## config.mk

```make
export PLATFORM = sky130hd
export DESIGN_NAME = nibble_add_seq
export DESIGN_NICKNAME = d
export VERILOG_FILES = /design/src/rtl/nibble_add_pkg.sv /design/src/rtl/nibble_add4.sv /design/src/rtl/nibble_add_seq.sv
export SDC_FILE = /design/constraint.sdc
export NUM_CORES = 1
export LEC_CHECK = 0
export CAP_MARGIN = 40
export CORE_MARGIN = 1
export CORE_UTILIZATION = 55
export CTS_BUF_LIST = sky130_fd_sc_hd__clkbuf_16
export DETAILED_ROUTE_END_ITERATION = 6
export PLACE_DENSITY = 0.95
export SKIP_LAST_GASP = 1
export SYNTH_ARGS = -nofsm -noshare
export SYNTH_HDL_FRONTEND = slang
export SYNTH_SLANG_ARGS = --single-unit
export TNS_END_PERCENT = 30
```

## constraint.sdc

```tcl
create_clock -name clk -period 7.4 [get_ports clk]
set_clock_uncertainty 0.05 [all_clocks]
set_input_delay 1.48 -clock clk [delete_from_list [all_inputs] [get_ports clk]]
set_output_delay 1.48 -clock clk [all_outputs]
set_load 0.02 [all_outputs]
```

## src/rtl/nibble_add_pkg.sv

```systemverilog
// Shared definitions for the nibble-serial adder: FSM encoding, slice width, idx sizing.
package nibble_add_pkg;

    typedef enum logic [1:0] {
        IDLE = 2'd0,
        RUN  = 2'd1,
        DONE = 2'd2
    } state_t;

    localparam int unsigned NIBBLE_W = 4;

    // Bits needed to index n nibbles; never less than one.
    function automatic int unsigned clog2(input int unsigned n);
        int unsigned r;
        r = 0;
        for (int unsigned v = 1; v < n; v = v << 1) begin
            r = r + 1;
        end
        return (r < 1) ? 1 : r;
    endfunction

endpackage

```

## src/rtl/nibble_add4.sv

```systemverilog
// Purely combinational 4-bit ripple-carry slice built from per-bit full adders.
module nibble_add4
    import nibble_add_pkg::*;
(
    input  logic [NIBBLE_W-1:0] a,
    input  logic [NIBBLE_W-1:0] b,
    input  logic                ci,
    output logic [NIBBLE_W-1:0] s,
    output logic                co,
    output logic                c3
);

    logic [NIBBLE_W:0] c;

    always_comb begin
        c    = '0;
        s    = '0;
        c[0] = ci;
        for (int unsigned i = 0; i < NIBBLE_W; i++) begin
            s[i]   = a[i] ^ b[i] ^ c[i];
            c[i+1] = (a[i] & b[i]) | (b[i] & c[i]) | (c[i] & a[i]);
        end
    end

    assign co = c[NIBBLE_W];
    assign c3 = c[NIBBLE_W-1];

endmodule

```

## src/rtl/nibble_add_seq.sv

```systemverilog
// Nibble-serial adder: one 4-bit slice reused NIB times, LSB nibble first, valid/ready on both sides.
// Define NIBBLE_ADD_SEQ_OVF_EN to add the registered signed-overflow output ovf.
module nibble_add_seq
    import nibble_add_pkg::*;
#(
    parameter int unsigned WIDTH = 16
) (
    input  logic             clk,
    input  logic             rst,
    input  logic             in_valid,
    output logic             in_ready,
    input  logic [WIDTH-1:0] a,
    input  logic [WIDTH-1:0] b,
    input  logic             cin,
    output logic             out_valid,
    input  logic             out_ready,
    output logic [WIDTH-1:0] sum,
    output logic             cout,
    output logic             busy
`ifdef NIBBLE_ADD_SEQ_OVF_EN
    ,
    output logic             ovf
`endif
);

    localparam int unsigned NIB = WIDTH / NIBBLE_W;
    localparam int unsigned IW  = clog2(NIB);

    typedef logic [IW-1:0] idx_t;
    localparam idx_t LAST = idx_t'(NIB - 1);

    state_t              state;
    idx_t                idx;
    logic                carry;
    logic [WIDTH-1:0]    a_r;
    logic [WIDTH-1:0]    b_r;
    logic [NIBBLE_W-1:0] nib_a;
    logic [NIBBLE_W-1:0] nib_b;
    logic [NIBBLE_W-1:0] nib_s;
    logic                nib_co;
`ifdef NIBBLE_ADD_SEQ_OVF_EN
    logic                nib_c3;
`else
    logic                nib_c3_unused;
`endif

    assign nib_a    = a_r[NIBBLE_W*idx +: NIBBLE_W];
    assign nib_b    = b_r[NIBBLE_W*idx +: NIBBLE_W];
    assign in_ready = (state == IDLE);
    assign busy     = (state != IDLE);

    nibble_add4 u_slice (
        .a  (nib_a),
        .b  (nib_b),
        .ci (carry),
        .s  (nib_s),
        .co (nib_co),
`ifdef NIBBLE_ADD_SEQ_OVF_EN
        .c3 (nib_c3)
`else
        .c3 (nib_c3_unused)
`endif
    );

    always_ff @(posedge clk or posedge rst) begin
        if (rst) begin
            state     <= IDLE;
            idx       <= '0;
            carry     <= 1'b0;
            a_r       <= '0;
            b_r       <= '0;
            sum       <= '0;
            cout      <= 1'b0;
            out_valid <= 1'b0;
`ifdef NIBBLE_ADD_SEQ_OVF_EN
            ovf       <= 1'b0;
`endif
        end else begin
            case (state)
                IDLE: begin
                    if (in_valid) begin
                        a_r   <= a;
                        b_r   <= b;
                        carry <= cin;
                        idx   <= '0;
                        sum   <= '0;
`ifdef NIBBLE_ADD_SEQ_OVF_EN
                        ovf   <= 1'b0;
`endif
                        state <= RUN;
                    end
                end
                RUN: begin
                    sum[NIBBLE_W*idx +: NIBBLE_W] <= nib_s;
                    carry <= nib_co;
                    // Explicit wrap keeps idx within NIB-1 when NIB is not a power of two.
                    if (idx == LAST) begin
                        idx       <= '0;
                        cout      <= nib_co;
                        out_valid <= 1'b1;
`ifdef NIBBLE_ADD_SEQ_OVF_EN
                        ovf       <= nib_co ^ nib_c3;
`endif
                        state     <= DONE;
                    end else begin
                        idx <= idx + 1'b1;
                    end
                end
                DONE: begin
                    if (out_ready) begin
                        out_valid <= 1'b0;
                        state     <= IDLE;
                    end
                end
                default: state <= IDLE;
            endcase
        end
    end

endmodule

```

==> results of run 1 <==
layer usage:
metal	global-route usage (%)	wire length, µm	vias to the layer above	share of wire (%)
met2	36.7	2550	49	53
met3	3.33	140	6	2.9
li1	-	-	766	-
met5	0	0	-	0
met4	7.19	58	0	1.2
met1	27.9	2100	789	43
worst max-delay path: cells and delay by family (launching register included):
| kind | cells | cell delay, ps |
|---|---|---|
| flops | 1 | 860 |
| compound gates | 1 | 230 |
| mux | 1 | 620 |
| fa+ha+maj | 4 | 1280 |
| buf+inv | 2 | 140 |
area by class of cell:
class                   count  area share, %
well taps                  67           2.44
repair buffers             58           17.5
inverters                  12           1.31
multi-input cells         105           34.5
clock inverters             3          0.474
clock buffers               5           3.64
flip-flops and latches     55           40.1
cell families (layout without fill, tap and decap cells):
kind of cell	Yosys count	after routing
buf+inv	21	78
compound gates	30	30
fa+ha+maj	9	9
mux	41	41
flops	55	55
simple gates	25	25
Yosys cell counts:
master     instances
a22o_1             9
o21ai_0            2
mux2_2             3
a21o_1             4
nor3b_1            1
mux4_2             8
o2bb2ai_1          8
a31oi_1            1
and3_1             1
fa_1               4
buf_6              1
nand4_1            2
inv_2              1
and4_1             2
inv_1             11
dfrtp_1           55
and2_1             1
and3b_1            1
a21oi_1            3
o21bai_1           1
nand2_1            7
nor2_1             2
buf_12             3
nand3_1            1
ha_1               5
a22oi_1            1
nor2b_1            3
nand2b_1           2
nand3b_1           1
mux2_4            30
or2_4              1
o31ai_1            1
buf_2              5
worst paths after layout:
path	slack (ps)	from	end
max	4100	idx[0]$_DFFE_PP0P_	sum[11]$_DFFE_PP0P_
min	440	sum[2]$_DFFE_PP0P_	sum[2]$_DFFE_PP0P_
max reg2reg	4100	idx[0]$_DFFE_PP0P_	sum[11]$_DFFE_PP0P_
min reg2reg	440	sum[2]$_DFFE_PP0P_	sum[2]$_DFFE_PP0P_
max in group asynchronous	5360	rst	a_r[11]$_DFFE_PP0P_
min in group asynchronous	1430	rst	sum[5]$_DFFE_PP0P_
where the power goes:
| part | internal, mW | switching [mW] | leakage, nW |
|---|---|---|---|
| Clock | 0.124 | 0.0992 | 0.0710 |
| Combinational | 0.450 | 0.373 | 0.764 |
| Sequential | 0.433 | 0.116 | 0.685 |
| Total | 1.01 | 0.588 | 1.52 |
flip-flops by register name, summed over array words and instances (netlist names):
signal and count:
a_r 16, b_r 16, carry 1, cout 1, idx 2, out_valid 1, state 2, sum 16
through the flow:
step	hold WS (ps)	utilization, %
global placement	426	68.8
detailed placement	426	69.7
floorplan	426	-
finish	443	72.7
global route	463	72.7
CTS	444	72.7
==> flow_metrics.py, run 1 <==
metrics = {
    "worst_setup_path": {
        "cp.arrival_ps": 3430,
        "max_stage_delay_ps": 860,
        "crit_chain": "mux4_2 > fa_1 > inv_1 > fa_1 > fa_1 > inv_1 > fa_1 > a22o_1",
        "critPathRequiredTime_ps": 7520,
        "cp_max_fo": 18,
        "endpoint_kind": "flop",
        "cp-start-kind": "flop",
        "ff2ff_path_depth": 8,
        "cpMostUsedCell": "fa_1",
        "path_class": "flop to flop",
        "cp_slowest_cell": "dfrtp_1",
    },
    "clock_network": {
        "clk_pin_slew_ps": 60,
        "clock_path_buffers": 2,
        "cts_resized": 0,
        "clkSinkCount": 55,
        "cts_tree": "done",
        "post_cts_buffers": 0,
        "clock-root-buffer": "clkbuf_16",
        "h-tree-depth": 2,
        "worstSkewPairLatency_ps": 290,
        "hold_buffers": 0,
        "cts_buffers": 5,
    },
    "global_route": {
        "grt_max_degree": 40,
        "grt_overflow": 0,
        "grt_antenna_before_repair": 0,
        "track_usage_pct": 21.4,
        "grt_pass1_vias": 1689,
        "grt_pass1_wl_um": 8260,
    },
    "synth": {
        "yosysTopAreaCellShare_pct": 50.9,
        "synth.yosys.seq_area_share_pct": 50.9,
        "synth_nets": 227,
        "yosysUniqueCellTypes": 33,
        "ys_warn_count": 0,
        "synth-compound-area-share_pct": 8.61,
        "synth_top_cell_by_area": "dfrtp_1",
        "synth_xor_xnor_area_share_pct": 0,
        "netlist_instances": 181,
        "synth.ff_latch_count": 55,
        "synthAdderAreaFrac_pct": 5.28,
        "synth.avg_cell_area_um2": 14.9,
        "synth_top_family_by_area": "multiplexers",
        "syn_area_um2": 2700,
        "synth.mux.area_fraction_pct": 24.6,
        "yosys.area_share.simple_pct": 5.37,
        "synth_area_leaders": "dfrtp_1 (51%), mux2_4 (17%), mux4_2 (6.7%)",
    },
    "die": {
        "dieArea_um2": 5200,
        "die_h_um": 72.1,
        "initial_core_util_pct": 57.2,
        "die_w_um": 72.1,
        "core_um2": 4720,
        "io_pins": 57,
        "rows": 25,
    },
    "timing": {
        "final-max-slew-violation-count": 0,
        "max_freq_ghz": 0.303,
        "tns_ps": 0,
        "finalCriticalPeriod_ps": 3300,
        "tightest_slew_ps": 789,
        "period_share_pct": 44.6,
        "hold_viol_final": 0,
        "finalSetupViolCount": 0,
        "fin_ws_ps": 4100,
        "rsz0062_at_grt": "false",
        "maxSlewHeadroom_pct": 47.4,
    },
    "layout": {
        "design_area_um2": 3430,
        "fin_nets": 283,
        "n_fill_cell": 302,
        "syn_to_final_growth_pct": 27.0,
        "final_cell_mix": "clkdlybuf4s50_1 (56), dfrtp_1 (55), mux2_4 (30)",
        "diodes": 0,
        "ff_latch_area_um2": 1380,
        "layout_commonest_cell": "clkdlybuf4s50_1",
        "drive_gt1_share_pct": 22.7,
        "multi_input_area_um2": 1190,
        "final_cells": 305,
    },
    "placed_design": {
        "dp.cells": 297,
        "dp_hpwl_um": 3540,
        "port_buffers": 56,
        "dp_slack_ps": 4130,
        "placed_area_um2": 3290,
        "gp_congestion": 0.781,
    },
    "worst_hold_path": {
        "hp-class": "flop to flop",
        "min_path_cells": 1,
    },
    "power": {
        "power_leakage_nw": 1.52,
        "power_density_nw_per_um2": 464,
        "totalPowerFinal_mw": 1.59,
        "ir_drop_v": 0.000233,
    },
    "routing": {
        "wl_per_cell_um": 15.9,
        "vias_per_cell": 5.28,
        "drt_iter0_drc": 92,
        "drtAntennaViolNets": 0,
        "dr.pass1.iters": 4,
        "routed_wirelength_um": 4840,
        "drc_errors": 0,
        "vias": 1610,
    },
    "outcome": {
        "status": "complete, no violations",
    },
    "job": {
        "cap_violations": 0,
    },
}
Power figures use the tool's default switching activity.
==> run 2, diff against run 1 <==
--- a/config.mk
+++ b/config.mk
@@ -7,10 +7,10 @@
 export LEC_CHECK = 0
 export CAP_MARGIN = 40
 export CORE_MARGIN = 1
-export CORE_UTILIZATION = 55
+export CORE_UTILIZATION = 46
 export CTS_BUF_LIST = sky130_fd_sc_hd__clkbuf_16
 export DETAILED_ROUTE_END_ITERATION = 6
-export PLACE_DENSITY = 0.95
+export PLACE_DENSITY = 0.87
 export SKIP_LAST_GASP = 1
 export SYNTH_ARGS = -nofsm -noshare
 export SYNTH_HDL_FRONTEND = slang
==> constraint.sdc (replaced) <==
create_clock -name clk -period 2.7 [get_ports clk]
set_clock_uncertainty 0.05 [all_clocks]
set_input_delay 0.54 -clock clk [delete_from_list [all_inputs] [get_ports clk]]
set_output_delay 0.54 -clock clk [all_outputs]
set_load 0.02 [all_outputs]
==> run 2 against run 1 <==
Total power increased to 2.9 times the previous value. Hold slack gained 3.0 ps. Sequential share of layout area is 0.86 points lower. Sequential power increased to 2.7 times the previous value. Critical path type unchanged. Critical endpoint is now sum[15]$_DFFE_PP0P_. Highest routed layer unchanged.
==> flow_metrics.py, run 2 (synthesis gave the netlist of run 1 again) <==
metrics = {
    "outcome": {
        "status": "complete, no violations",
    },
    "worst_setup_path": {
        "cp-start-kind": "flop",
        "endpoint_kind": "flop",
        "path_class": "flop to flop",
        "critPathRequiredTime_ps": 2830,
        "cp_max_fo": 4,
        "cp.arrival_ps": 2810,
    },
    "routing": {
        "vias": 1705,
        "drt_iter0_drc": 144,
        "drc_errors": 0,
        "wl_per_cell_um": 17.2,
        "vias_per_cell": 5.43,
        "drtAntennaViolNets": 0,
        "dr.pass1.iters": 4,
        "routed_wirelength_um": 5410,
    },
    "placed_design": {
        "dp_hpwl_um": 3920,
        "dp_slack_ps": -14.9,
        "placed_area_um2": 3330,
        "port_buffers": 56,
        "gp_congestion": 0.779,
    },
    "clock_network": {
        "clkSinkCount": 55,
        "clock_path_buffers": 2,
        "hold_buffers": 0,
        "cts_buffers": 5,
        "worstSkewPairLatency_ps": 300,
        "clk_pin_slew_ps": 70,
        "cts_tree": "done",
        "clock-root-buffer": "clkbuf_16",
        "h-tree-depth": 2,
    },
    "timing": {
        "finalCriticalPeriod_ps": 2680,
        "period_share_pct": 99.1,
        "final-max-slew-violation-count": 0,
        "max_freq_ghz": 0.374,
        "tns_ps": 0,
        "rsz0062_at_grt": "true",
        "maxSlewHeadroom_pct": 56.6,
        "fin_ws_ps": 23.7,
        "finalSetupViolCount": 0,
        "hold_viol_final": 0,
        "tightest_slew_ps": 649,
    },
    "layout": {
        "diodes": 0,
        "drive_gt1_share_pct": 26.4,
        "final_cell_mix": "clkdlybuf4s50_1 (56), dfrtp_1 (54), mux2_4 (30)",
        "final_core_util_pct": 63.0,
        "syn_to_final_growth_pct": 30.0,
        "n_fill_cell": 429,
        "largestRegisters": "a_r (16), b_r (16), sum (16)",
        "design_area_um2": 3510,
        "fin_nets": 287,
        "layout_commonest_cell": "clkdlybuf4s50_1",
    },
    "global_route": {
        "grt_pass1_vias": 1797,
        "grt_max_degree": 34,
        "grt_pass1_wl_um": 9350,
        "track_usage_pct": 20.2,
        "grt_antenna_before_repair": 0,
        "grt_overflow": 0,
    },
    "power": {
        "swShare_pct": 36.4,
        "ir_drop_v": 0.000574,
        "switching_power_mw": 1.68,
        "power_leakage_nw": 1.55,
        "internal_power_mw": 2.94,
        "pwr-share-seq_pct": 31.7,
        "totalPowerFinal_mw": 4.62,
        "power_density_nw_per_um2": 1310,
        "combPwrFrac_pct": 52.4,
        "p_clk_share_pct": 15.9,
    },
    "worst_hold_path": {
        "hp-class": "flop to flop",
    },
    "die": {
        "rows": 27,
        "dieArea_um2": 6190,
        "die_w_um": 78.7,
        "io_pins": 57,
        "core_um2": 5570,
        "die_h_um": 78.7,
        "initial_core_util_pct": 48.5,
    },
    "job": {
        "cap_violations": 0,
    },
}
[run 2: cell count changes in the layout (fill, tap and decap cells not counted), moves of 2 or more]
| cell | change |
|---|---|
| fa_2 | +3 |
| inv_1 | -2 |
| buf_4 | +3 |
| fa_1 | -3 |
[run 2: final cells by class]
| cell class | count | area, µm² | share of cell area [%] |
|---|---|---|---|
| sequential | 55 | 1380 | 39.2 |
| multi-input combinational | 105 | 1190 | 34.0 |
| tap | 72 | 90.1 | 2.57 |
| clock inverter | 3 | 46.3 | 1.32 |
| clock buffer | 5 | 125 | 3.56 |
| inverter | 12 | 45.0 | 1.28 |
| timing repair buffer | 62 | 634 | 18.1 |
[run 2: per-stage QoR]
step,hold slack (ps),std cells
final,446,314
after global routing,454,314
after CTS,447,314
after detailed placement,427,306
after global placement,423,306
after floorplan,426,181
[run 2: final timing paths]
check | from | depth (start not counted) | slack [ps] | endpoint
worst max-delay path | idx[0]$_DFFE_PP0P_ | 8 | 20 | sum[15]$_DFFE_PP0P_
worst min-delay path | sum[6]$_DFFE_PP0P_ | 1 | 450 | sum[6]$_DFFE_PP0P_
worst max register to register | idx[0]$_DFFE_PP0P_ | 8 | 20 | sum[15]$_DFFE_PP0P_
worst min register to register | sum[6]$_DFFE_PP0P_ | 1 | 450 | sum[6]$_DFFE_PP0P_
max in group asynchronous | rst | 3 | 1520 | idx[0]$_DFFE_PP0P_
min in group asynchronous | rst | 2 | 540 | a_r[2]$_DFFE_PP0P_
[run 2: critical path: stages, from the launching register on]
cell     delay [ps]
dfrtp_2         450
buf_4           170
mux4_2          330
inv_1            60
fa_2            380
fa_1            380
inv_2            70
fa_2            470
a22o_1          200
[run 2: metal layers]
metal | vias up | share of wire (%) | global-route usage, %
met5 | - | 0 | 0
met4 | 0 | 1.7 | 6.67
met3 | 9 | 5.6 | 4.88
met2 | 56 | 49 | 32.5
met1 | 866 | 43 | 26.9
li1 | 774 | - | -
[run 2: what timing repair did]
item | in CTS | in global routing
setup endpoints to repair | 5 | 5
resized for setup | 1 | 3
pin swaps | 1 | 1
buffers inserted | 0 | 0
[run 2: power by group through the flow]
| stage | clock network [mW] | registers [mW] | logic [mW] |
|---|---|---|---|
| final | 0.735 | 1.46 | 2.42 |
| after global routing | 0.777 | 1.51 | 2.66 |
| after CTS | 0.747 | 1.47 | 2.42 |
| after detailed placement | 0 | 1.47 | 2.38 |
| after global placement | 0 | 1.46 | 2.30 |
| after floorplan | 0 | 1.44 | 1.73 |
